## config.mk

```make
export PLATFORM = sky130hd
export DESIGN_NAME = measurement_capture_counter
export DESIGN_NICKNAME = d
export VERILOG_FILES = /design/src/rtl/measurement_capture_counter_pkg.sv /design/src/rtl/measurement_result_reg.sv /design/src/rtl/measurement_capture_counter.sv
export SDC_FILE = /design/constraint.sdc
export NUM_CORES = 1
export LEC_CHECK = 0
export CAP_MARGIN = 0
export CORE_MARGIN = 2
export CORE_UTILIZATION = 30
export DETAILED_ROUTE_END_ITERATION = 7
export PLACE_DENSITY = 0.54
export SKIP_LAST_GASP = 1
export SLEW_MARGIN = 20
export SYNTH_ARGS = -nofsm -noshare
export SYNTH_HDL_FRONTEND = slang
export SYNTH_SLANG_ARGS = --single-unit
```

## constraint.sdc

```tcl
create_clock -name clk_i -period 1.4 [get_ports clk_i]
set_input_delay 0.35 -clock clk_i [delete_from_list [all_inputs] [get_ports clk_i]]
set_output_delay 0.35 -clock clk_i [all_outputs]
set_load 0.005 [all_outputs]
```

## src/rtl/measurement_capture_counter_pkg.sv

```systemverilog
// Shared build constants for the voltmeter deintegration counter and the
// configuration check used at elaboration.
package measurement_capture_counter_pkg;

    localparam int          DEFAULT_WIDTH     = 12;
    localparam logic [31:0] DEFAULT_MAX_COUNT = 32'd4095;
    localparam bit          DEFAULT_SATURATE  = 1'b1;

    // True when max_count is representable in a counter of the given width.
    function automatic bit max_count_fits(input int width, input logic [31:0] max_count);
        logic [32:0] limit;
        limit = 33'd1 << width;
        return ({1'b0, max_count} < limit);
    endfunction

endpackage

```

## src/rtl/measurement_result_reg.sv

```systemverilog
// One-entry valid/ready holding register. Flags a capture request that
// arrives while the slot is still occupied and not being drained.
module measurement_result_reg #(
    parameter int DATA_W = 13
) (
    input  logic              clk_i,
    input  logic              rst_n_i,
    input  logic              load_req_i,
    input  logic [DATA_W-1:0] data_i,
    input  logic              ready_i,
    output logic [DATA_W-1:0] data_o,
    output logic              valid_o,
    output logic              drop_evt_o
);

    logic [DATA_W-1:0] r_data;
    logic              r_valid;
    logic              w_slot_free;

    // Accepting the current entry frees the slot in the same cycle.
    assign w_slot_free = !r_valid || ready_i;
    assign drop_evt_o  = load_req_i && !w_slot_free;

    always_ff @(posedge clk_i) begin
        if (!rst_n_i) begin
            r_data  <= '0;
            r_valid <= 1'b0;
        end else begin
            if (load_req_i && w_slot_free) begin
                r_data  <= data_i;
                r_valid <= 1'b1;
            end else if (r_valid && ready_i) begin
                r_valid <= 1'b0;
            end
        end
    end

    assign data_o  = r_data;
    assign valid_o = r_valid;

endmodule

```

## src/rtl/measurement_capture_counter.sv

```systemverilog
// Deintegration pulse counter with saturate/wrap terminal behaviour, sticky
// overflow/drop flags and a one-entry result hand-off to conversion logic.
module measurement_capture_counter
    import measurement_capture_counter_pkg::*;
#(
    parameter int          WIDTH     = DEFAULT_WIDTH,
    parameter logic [31:0] MAX_COUNT = DEFAULT_MAX_COUNT,
    parameter bit          SATURATE  = DEFAULT_SATURATE
) (
    input  logic             clk_i,
    input  logic             rst_n_i,
    input  logic             count_en_i,
    input  logic             clear_i,
    input  logic             capture_i,
    input  logic             result_ready_i,
    output logic [WIDTH-1:0] count_o,
    output logic             tc_o,
    output logic             overflow_o,
    output logic [WIDTH-1:0] result_o,
    output logic             result_ovf_o,
    output logic             result_valid_o,
    output logic             drop_o
);

    generate
        if (WIDTH < 2 || WIDTH > 32 || !max_count_fits(WIDTH, MAX_COUNT)) begin : g_bad_cfg
            $error("measurement_capture_counter: MAX_COUNT must fit in WIDTH bits, WIDTH 2..32");
        end
    endgenerate

    localparam logic [WIDTH-1:0] MAX_C = MAX_COUNT[WIDTH-1:0];
    localparam logic [WIDTH-1:0] ONE_C = {{(WIDTH-1){1'b0}}, 1'b1};

    logic [WIDTH-1:0] r_count;
    logic             r_overflow;
    logic             r_drop;
    logic             w_tc;
    logic             w_drop_evt;
    logic [WIDTH:0]   w_result_payload;

    assign w_tc = (r_count == MAX_C);

    always_ff @(posedge clk_i) begin
        if (!rst_n_i) begin
            r_count    <= '0;
            r_overflow <= 1'b0;
            r_drop     <= 1'b0;
        end else begin
            if (clear_i) begin
                r_count <= '0;
            end else if (count_en_i) begin
                if (w_tc) begin
                    r_count <= SATURATE ? MAX_C : '0;
                end else begin
                    r_count <= r_count + ONE_C;
                end
            end

            if (clear_i) begin
                r_overflow <= 1'b0;
            end else if (count_en_i && w_tc) begin
                r_overflow <= 1'b1;
            end

            // Clear wins over a simultaneous discarded capture.
            if (clear_i) begin
                r_drop <= 1'b0;
            end else if (w_drop_evt) begin
                r_drop <= 1'b1;
            end
        end
    end

    // Capture always sees the pre-update count/overflow, so capture+clear
    // hands off the finished measurement while the counter restarts.
    measurement_result_reg #(
        .DATA_W (WIDTH + 1)
    ) u_result_reg (
        .clk_i      (clk_i),
        .rst_n_i    (rst_n_i),
        .load_req_i (capture_i),
        .data_i     ({r_count, r_overflow}),
        .ready_i    (result_ready_i),
        .data_o     (w_result_payload),
        .valid_o    (result_valid_o),
        .drop_evt_o (w_drop_evt)
    );

    assign count_o      = r_count;
    assign tc_o         = w_tc;
    assign overflow_o   = r_overflow;
    assign drop_o       = r_drop;
    assign result_o     = w_result_payload[WIDTH:1];
    assign result_ovf_o = w_result_payload[0];

endmodule

```

# After elaboration in Yosys (flattened, before gate mapping)
# Index checks and enable logic that the tools add are counted.
# op_classes
n_addsub,1
mux,3
bitwise_logic,1
reduce_logical,9
n_eq_ne,1
# ops
cell,count
$add A12 B1 Y12 const B,1
$eq A12 B12 Y1 const B,1
$mux W12,1
$logic_and A1 B1 Y1,4
$logic_not A1 Y1,2
$mux W1,2
$reduce_bool A2 Y1,1
$reduce_or A2 Y1,1
$logic_or A1 B1 Y1,1
$not A1 Y1,1
# word_totals
elab_cells,20
register_bits,28

# Depth between registers and ports, before layout
# Gate-level depths: netlist of run 1.
# depth
depth_word,4
mapped_depth,4
ltp_nobuf,4

# By module
# A second synthesis of run 1 with hierarchy kept.
# hier_totals
cells_unflattened,131
area_unflattened_um2,1252.5
# by_module_without_submodules
mod,seq_area_each_um2,area_each_um2,instances,cells_per_inst
measurement_capture_counter,280.3,660.6,1,69
measurement_result_reg,280.3,591.8,1,62

# Least setup slack after synthesis of run 1
# Ideal clock, no wire load.
# synth_timing
path_type,reg2reg
start,register r_count[0] (netlist: count_o[0])
end,register r_count[6] (netlist: count_o[6])
slack_ns,0.080
stages_incl_launch_ff,5
t_required_ns,1.326
t_arrival_ns,1.245
setup_ns,0.074
n_path_buf,0
cell_sequence,dfxtp_1 ha_1 nand4_1 or3_1 a31oi_1
# synth_between
elab_chain_cells,2
# synth_rtl
element,line,text
"start, declared",measurement_capture_counter.sv:34,logic [WIDTH-1:0] r_count;
"start signal, assigned",measurement_capture_counter.sv:53,r_count <= SATURATE ? MAX_C : '0;
"start signal, assigned",measurement_capture_counter.sv:55,r_count <= r_count + ONE_C;
$add A12 B1 Y12 / $eq A12 B12 Y1 (equally long branches),"measurement_capture_counter.sv:55, measurement_capture_counter.sv:41",
$mux W12 (*),measurement_capture_counter.sv:52,if (w_tc) begin
# Mark *: on every way between the ends. The rest lies on a longest branch, timed or not.
# A chain may end at the register's enable or synchronous reset.

# Final worst setup path of run 1
# layout_timing
start,register r_count[0] (netlist: count_o[0])
end,output port tc_o
# layout_between
elab_chain_cells,1
# layout_rtl
element,line,text
$eq A12 B12 Y1,measurement_capture_counter.sv:41,assign w_tc = (r_count == MAX_C);
"end, declared",measurement_capture_counter.sv:17,"output logic tc_o,"
# Every way passes these cells.

==> impl_metrics.toml, run 1 <==
[global_route]
grt_antenna_before_repair = 0
grt_pass1_vias = 1294
globalRouteOverflowTotal = 0
grt_util_all_layers_pct = 17.6
largest_net_degree_at_the_start_of_global_routing = 15
first_pass_grt_wire_length_mm = 6.17

[clock_network]
cts-root-to-sink-buffers = 2
tritoncts_num_sinks = 28
clk_latency_ps = 280
cts.clk_slew.worst_paths_ps = 100
tritoncts = "yes"
cts_made_buffers = 3
ctsRootBufferMaster = "sky130_fd_sc_hd__clkbuf_8"
h_tree_depth = 1

[floorplanning]
vertical_die_dimension_um = 67.9
initial_core_util_pct = 30.8
core.rowCount = 23
floorplan.io_pins = 35
die_wd_um = 67.9
core_area_sq_mm = 0.00397
die_area_sq_mm = 0.00461

[placement]
post-place-cells = 246
port_buffers = 34
finalWeightedCongestion = 0.931
post_detailed_placement_half_perimeter_wirelength_mm = 2.68

[critical_path]
startpoint = "count_o[0]"
arrival_ps = 1180
worst-setup-path-type = "flip-flop to output pin"
endpoint_type_of_the_worst_setup_path = "output pin"
path_max_fanout = 2
cp.required_ps = 1050
crit_path_start_kind = "flip-flop"
r2r-start = "count_o[0]"

[timing]
finalHoldViolations = 0
final_min_period_over_clock_period_pct = 109
worst-slew-pin-transition_ps = 344
clock_skew_ps = 8.27
setup_violations = 4
worst_slack_ps = -131
timing.final.crit_period_ps = 1530
max_freq_mhz = 653
report.final.slew_viol_count = 0
rsz_0062_raised_after_global_routing = "true"
worst_slew_margin_rel_pct = 77.0

[synthesis]
synth-xor-area-share_pct = 1.43
synth_top_flop_cell = "sky130_fd_sc_hd__dfxtp_1"
yosys.area_share.adder_pct = 1.02
postSynthNetCount = 152
synth_compound_gate_area_share_pct = 22.7
synth_cell_type_count = 33
synth_top_family_by_area = "simple AND/OR/NAND/NOR gates"
post_synth_mux_area_share_pct = 0
synth_edf_count = 0
synthesis.yosys.warnings = 0
post_synth_inst_count = 145
mappedNetlistArea_sq_mm = 0.00122
ys_seq_area_share_pct = 45.8
post_synth.cell_area_avg_sq_um = 8.44
yosys_register_bits = 28
synth_async_sr_flop_share_pct = 0
synthSimpleGateAreaFrac_pct = 23.1

[final_layout]
postLayoutCoreUtil_pct = 50.0
layout.cells.non_filler = 257
antenna-diode-count = 0
drive_above_1_share_pct = 35.3
area_growth_pct = 62.3
layout.nets = 216
fill_cells = 376

[power_and_ir_drop]
total_power_draw_uw = 1370
irDropWorstVdd_mv = 0.334
p_per_area_mw_per_mm2 = 692
leakage_uw = 0.000850

[hold_path]
hold_path_class = "flip-flop to flip-flop"
min-delay-start = "u_result_reg.data_o[10]"

[run_status]
failed_checks = "negative setup slack"
result_of_the_run = "finished with violations"

[route]
detail_route.wirelength_mm = 3.82
detailroute.via_count = 1342
drtIter0Drc = 89
drt-pass1-iter-count = 6
route.detailed.wl_per_inst_um = 14.9
count_of_antenna_violating_nets_left_after_detailed_routing = 0
remaining_drc_errors = 0
avgViaCountPerCell = 5.22

[flow_run]
max_cap_viol_count = 0
[synthesized netlist by cell type, types with 3 or more instances]
cell | instances | area (sq um)
sky130_fd_sc_hd__dfxtp_1 | 28 | 561
sky130_fd_sc_hd__a21oi_1 | 21 | 105
sky130_fd_sc_hd__o21ai_0 | 17 | 85.1
sky130_fd_sc_hd__nand3_1 | 16 | 80.1
sky130_fd_sc_hd__inv_1 | 7 | 26.3
sky130_fd_sc_hd__a31oi_1 | 6 | 37.5
sky130_fd_sc_hd__clkbuf_1 | 5 | 18.8
sky130_fd_sc_hd__nand4_1 | 5 | 31.3
sky130_fd_sc_hd__nand2b_1 | 4 | 25.0
sky130_fd_sc_hd__and4_1 | 3 | 26.3
sky130_fd_sc_hd__nand2_1 | 3 | 11.3
sky130_fd_sc_hd__nor2b_1 | 3 | 18.8
[sequential cells by signal, indices dropped and copies added (netlist names)]
register              cells
drop_o                    1
u_result_reg.valid_o      1
u_result_reg.data_o      13
overflow_o                1
count_o                  12
[cells by family (layout without fill, tap and decap cells)]
family,after synthesis,count (layout)
adders and majority gates,1,1
xor gates and xnor gates,2,2
buffers and inverters,17,79
and+or+nand+nor,47,47
AOI/OAI and AO/OA,50,50
DFF,28,28
[power breakdown]
| part | leakage, uW | internal [uW] | switching, uW |
|---|---|---|---|
| registers | 0.000237 | 802 | 4.60 |
| logic | 0.000592 | 54.0 | 60.1 |
| clock network | 0.0000216 | 194 | 260 |
| total | 0.000850 | 1050 | 324 |
[timing repair]
item,4_1_cts,5_1_grt
endpoints found under the setup margin,50,14
setup buffers,4,5
hold buffers,0,0
pin swaps,2,7
gates resized for setup,63,16
[layout by cell type (no fill, tap or decap), types with 2 or more instances in the layout]
cell,Yosys,layout
sky130_fd_sc_hd__buf_6,0,6
sky130_fd_sc_hd__a21oi_1,21,21
sky130_fd_sc_hd__o21ai_0,17,17
sky130_fd_sc_hd__clkdlybuf4s50_1,0,4
sky130_fd_sc_hd__inv_2,1,2
sky130_fd_sc_hd__or4_1,2,2
sky130_fd_sc_hd__inv_1,7,6
sky130_fd_sc_hd__nand4_1,5,5
sky130_fd_sc_hd__nand2b_1,4,4
sky130_fd_sc_hd__nand3_1,16,14
sky130_fd_sc_hd__nor2b_1,3,2
sky130_fd_sc_hd__buf_4,2,26
sky130_fd_sc_hd__dlygate4sd2_1,0,27
sky130_fd_sc_hd__nor3_1,2,2
sky130_fd_sc_hd__o31ai_1,2,2
sky130_fd_sc_hd__dfxtp_1,28,7
sky130_fd_sc_hd__nand2_1,3,3
sky130_fd_sc_hd__and4_1,3,2
sky130_fd_sc_hd__clkbuf_8,0,3
sky130_fd_sc_hd__dfxtp_2,0,20
sky130_fd_sc_hd__a31oi_1,6,6
[path summary, 6_finish.rpt]
path,end,slack (ps),cells after the start
setup / recovery,tc_o,-130,5
hold / removal,u_result_reg.data_o[10],480,2
setup reg to reg,count_o[5],-30,5
hold reg to reg,u_result_reg.data_o[10],480,2
[worst max-delay path, cell delays in order (launching register included)]
cell and delay (ps):
sky130_fd_sc_hd__dfxtp_4 370, sky130_fd_sc_hd__ha_4 130, sky130_fd_sc_hd__and3_4 180, sky130_fd_sc_hd__nand3_4 80, sky130_fd_sc_hd__inv_2 50, sky130_fd_sc_hd__buf_2 90
[per-layer routing]
layer / up-vias / track usage (%) / wire length (um)
met5: - / 0 / 0
met4: 0 / 5.25 / 36
met3: 4 / 2.47 / 176
met2: 38 / 30.9 / 1900
met1: 634 / 22.5 / 1710
li1: 666 / - / -
[through the flow]
step	setup TNS [ps]	instance area (sq um)	hold slack, ps	setup slack, ps
floorplan	0	1220	455	80.1
global placement	-7980	1790	463	-360
detailed placement	-8790	1790	466	-392
CTS	-432	1910	478	-229
global route	-525	1990	498	-182
finish	-190	1990	479	-131
[cell type report]
type	instances	area, sq um	area share (%)
clock buffer	3	41.3	2.08
inverter	8	30.0	1.51
tap	50	62.6	3.15
timing repair buffer	68	597	30.1
sequential	28	589	29.7
multi-input combinational	100	666	33.5
(Power assumes the default switching activity.)
==> run 2, diff against run 1 <==
PLACE_DENSITY = unset   (was 0.54)
PLACE_DENSITY_LB_ADDON = 0.05   (was unset)
==> impl_metrics.toml, run 2 (synthesis gave the netlist of run 1 again) <==
[timing]
rsz_0062_raised_after_global_routing = "true"
final_min_period_over_clock_period_pct = 117
finalHoldViolations = 0
worst_slew_margin_rel_pct = 74.0
worst_slack_ps = -232
setup_violations = 4
report.final.slew_viol_count = 0
max_freq_mhz = 613
worst-slew-pin-transition_ps = 390
hold_ws_ps = 471
timing.final.crit_period_ps = 1630
clock_skew_ps = 7.78

[global_route]
grt_util_all_layers_pct = 16.8
largest_net_degree_at_the_start_of_global_routing = 15
grt_antenna_before_repair = 0
globalRouteOverflowTotal = 0
first_pass_grt_wire_length_mm = 5.85
grt_pass1_vias = 1226

[final_layout]
mostFrequentLayoutCells = "27 x sky130_fd_sc_hd__dlygate4sd2_1, 24 x sky130_fd_sc_hd__dfxtp_2, 21 x sky130_fd_sc_hd__a21oi_1, 21 x sky130_fd_sc_hd__buf_4, 17 x sky130_fd_sc_hd__o21ai_0"
fill_cells = 409
layout.nets = 211
area_growth_pct = 59.9
max_reg_flops = 13
final_common_cell = "sky130_fd_sc_hd__dlygate4sd2_1"
drive_above_1_share_pct = 33.7
antenna-diode-count = 0
final_design_area_no_fill_sq_mm = 0.00196

[route]
drt-pass1-iter-count = 4
count_of_antenna_violating_nets_left_after_detailed_routing = 0
remaining_drc_errors = 0
detailroute.via_count = 1312
avgViaCountPerCell = 5.21
detail_route.wirelength_mm = 3.68
drtIter0Drc = 37
route.detailed.wl_per_inst_um = 14.6

[floorplanning]
die_area_sq_mm = 0.00461
initial_core_util_pct = 30.8
die_wd_um = 67.9
core.rowCount = 23
core_area_sq_mm = 0.00397
vertical_die_dimension_um = 67.9
floorplan.io_pins = 35

[clock_network]
h_tree_depth = 1
cts.clk_slew.worst_paths_ps = 100
clk_latency_ps = 280
ctsRootBufferMaster = "sky130_fd_sc_hd__clkbuf_8"
tritoncts_num_sinks = 28
cts_made_buffers = 3
cts-root-to-sink-buffers = 2
tritoncts = "yes"

[placement]
finalWeightedCongestion = 0.861
port_buffers = 34
post_detailed_placement_half_perimeter_wirelength_mm = 2.70
placed_cell_area_sq_mm = 0.00180

[critical_path]
crit_path_start_kind = "flip-flop"
arrival_ps = 1280
reg2reg_depth = 6
worst_setup_slack_for_register_to_register_paths_ps = -140
cp.required_ps = 1050
endpoint_type_of_the_worst_setup_path = "output pin"
worst-setup-path-type = "flip-flop to output pin"
path_max_fanout = 2

[power_and_ir_drop]
p_per_area_mw_per_mm2 = 694
leakage_uw = 0.000825
irDropWorstVdd_mv = 0.364

[run_status]
result_of_the_run = "finished with violations"
failed_checks = "negative setup slack"

[hold_path]
hold_path_class = "flip-flop to flip-flop"
min_path_cells = 2

[flow_run]
max_cap_viol_count = 0
==> run 2: timing repair <==
item | CTS | global route
setup endpoints to repair | 53 | 23
buffers inserted | 1 | 2
hold buffers | 0 | 0
pin swaps | 1 | 6
resized for setup | 66 | 11
==> run 2: report_power, final <==
| part | internal (uW) | switching [uW] | total (uW) |
|---|---|---|---|
| sequential | 803 | 4.13 | 807 |
| combinational | 53.4 | 59.2 | 113 |
| clock | 193 | 245 | 438 |
==> run 2: routing by layer <==
metal  up-vias  global-route usage [%]  share of wire (%)
met3         2                    1.48                3.1
met1       635                    23.0                 45
met4         0                    4.50               0.52
met5         -                       0                  0
li1        651                       -                  -
met2        24                    28.6                 52
==> run 2: area by class of cell <==
cell class | instances | area [sq um] | area share (%)
multi-input combinational | 100 | 666 | 34.0
clock buffer | 3 | 41.3 | 2.11
sequential | 28 | 591 | 30.2
timing repair buffer | 63 | 567 | 29.0
inverter | 8 | 30.0 | 1.53
tap | 50 | 62.6 | 3.20
==> run 2: path summary, 6_finish.rpt <==
check / to / startpoint
min: u_result_reg.data_o[2] / u_result_reg.data_o[2]
max reg2reg: count_o[6] / count_o[1]
max: tc_o / count_o[1]
min reg2reg: u_result_reg.data_o[2] / u_result_reg.data_o[2]
==> run 2: per-stage QoR <==
stage / std cells / total power, uW / setup slack [ps] / setup TNS [ps] / util, %
after floorplan: 145 / 868 / 80.1 / 0 / -
after global placement: 247 / 932 / -380 / -9190 / 45.3
after CTS: 251 / 1370 / -242 / -477 / 47.6
after detailed placement: 247 / 935 / -485 / -10580 / 45.3
after global routing: 252 / 1420 / -270 / -674 / 49.3
final: 252 / 1360 / -232 / -401 / 49.3
==> run 2: critical path, cell delays in order, from the launching register on <==
cell and delay, ps:
sky130_fd_sc_hd__dfxtp_2 370, sky130_fd_sc_hd__ha_4 140, sky130_fd_sc_hd__and3_4 180, sky130_fd_sc_hd__nand3_4 60, sky130_fd_sc_hd__inv_1 60, sky130_fd_sc_hd__clkdlybuf4s15_2 190
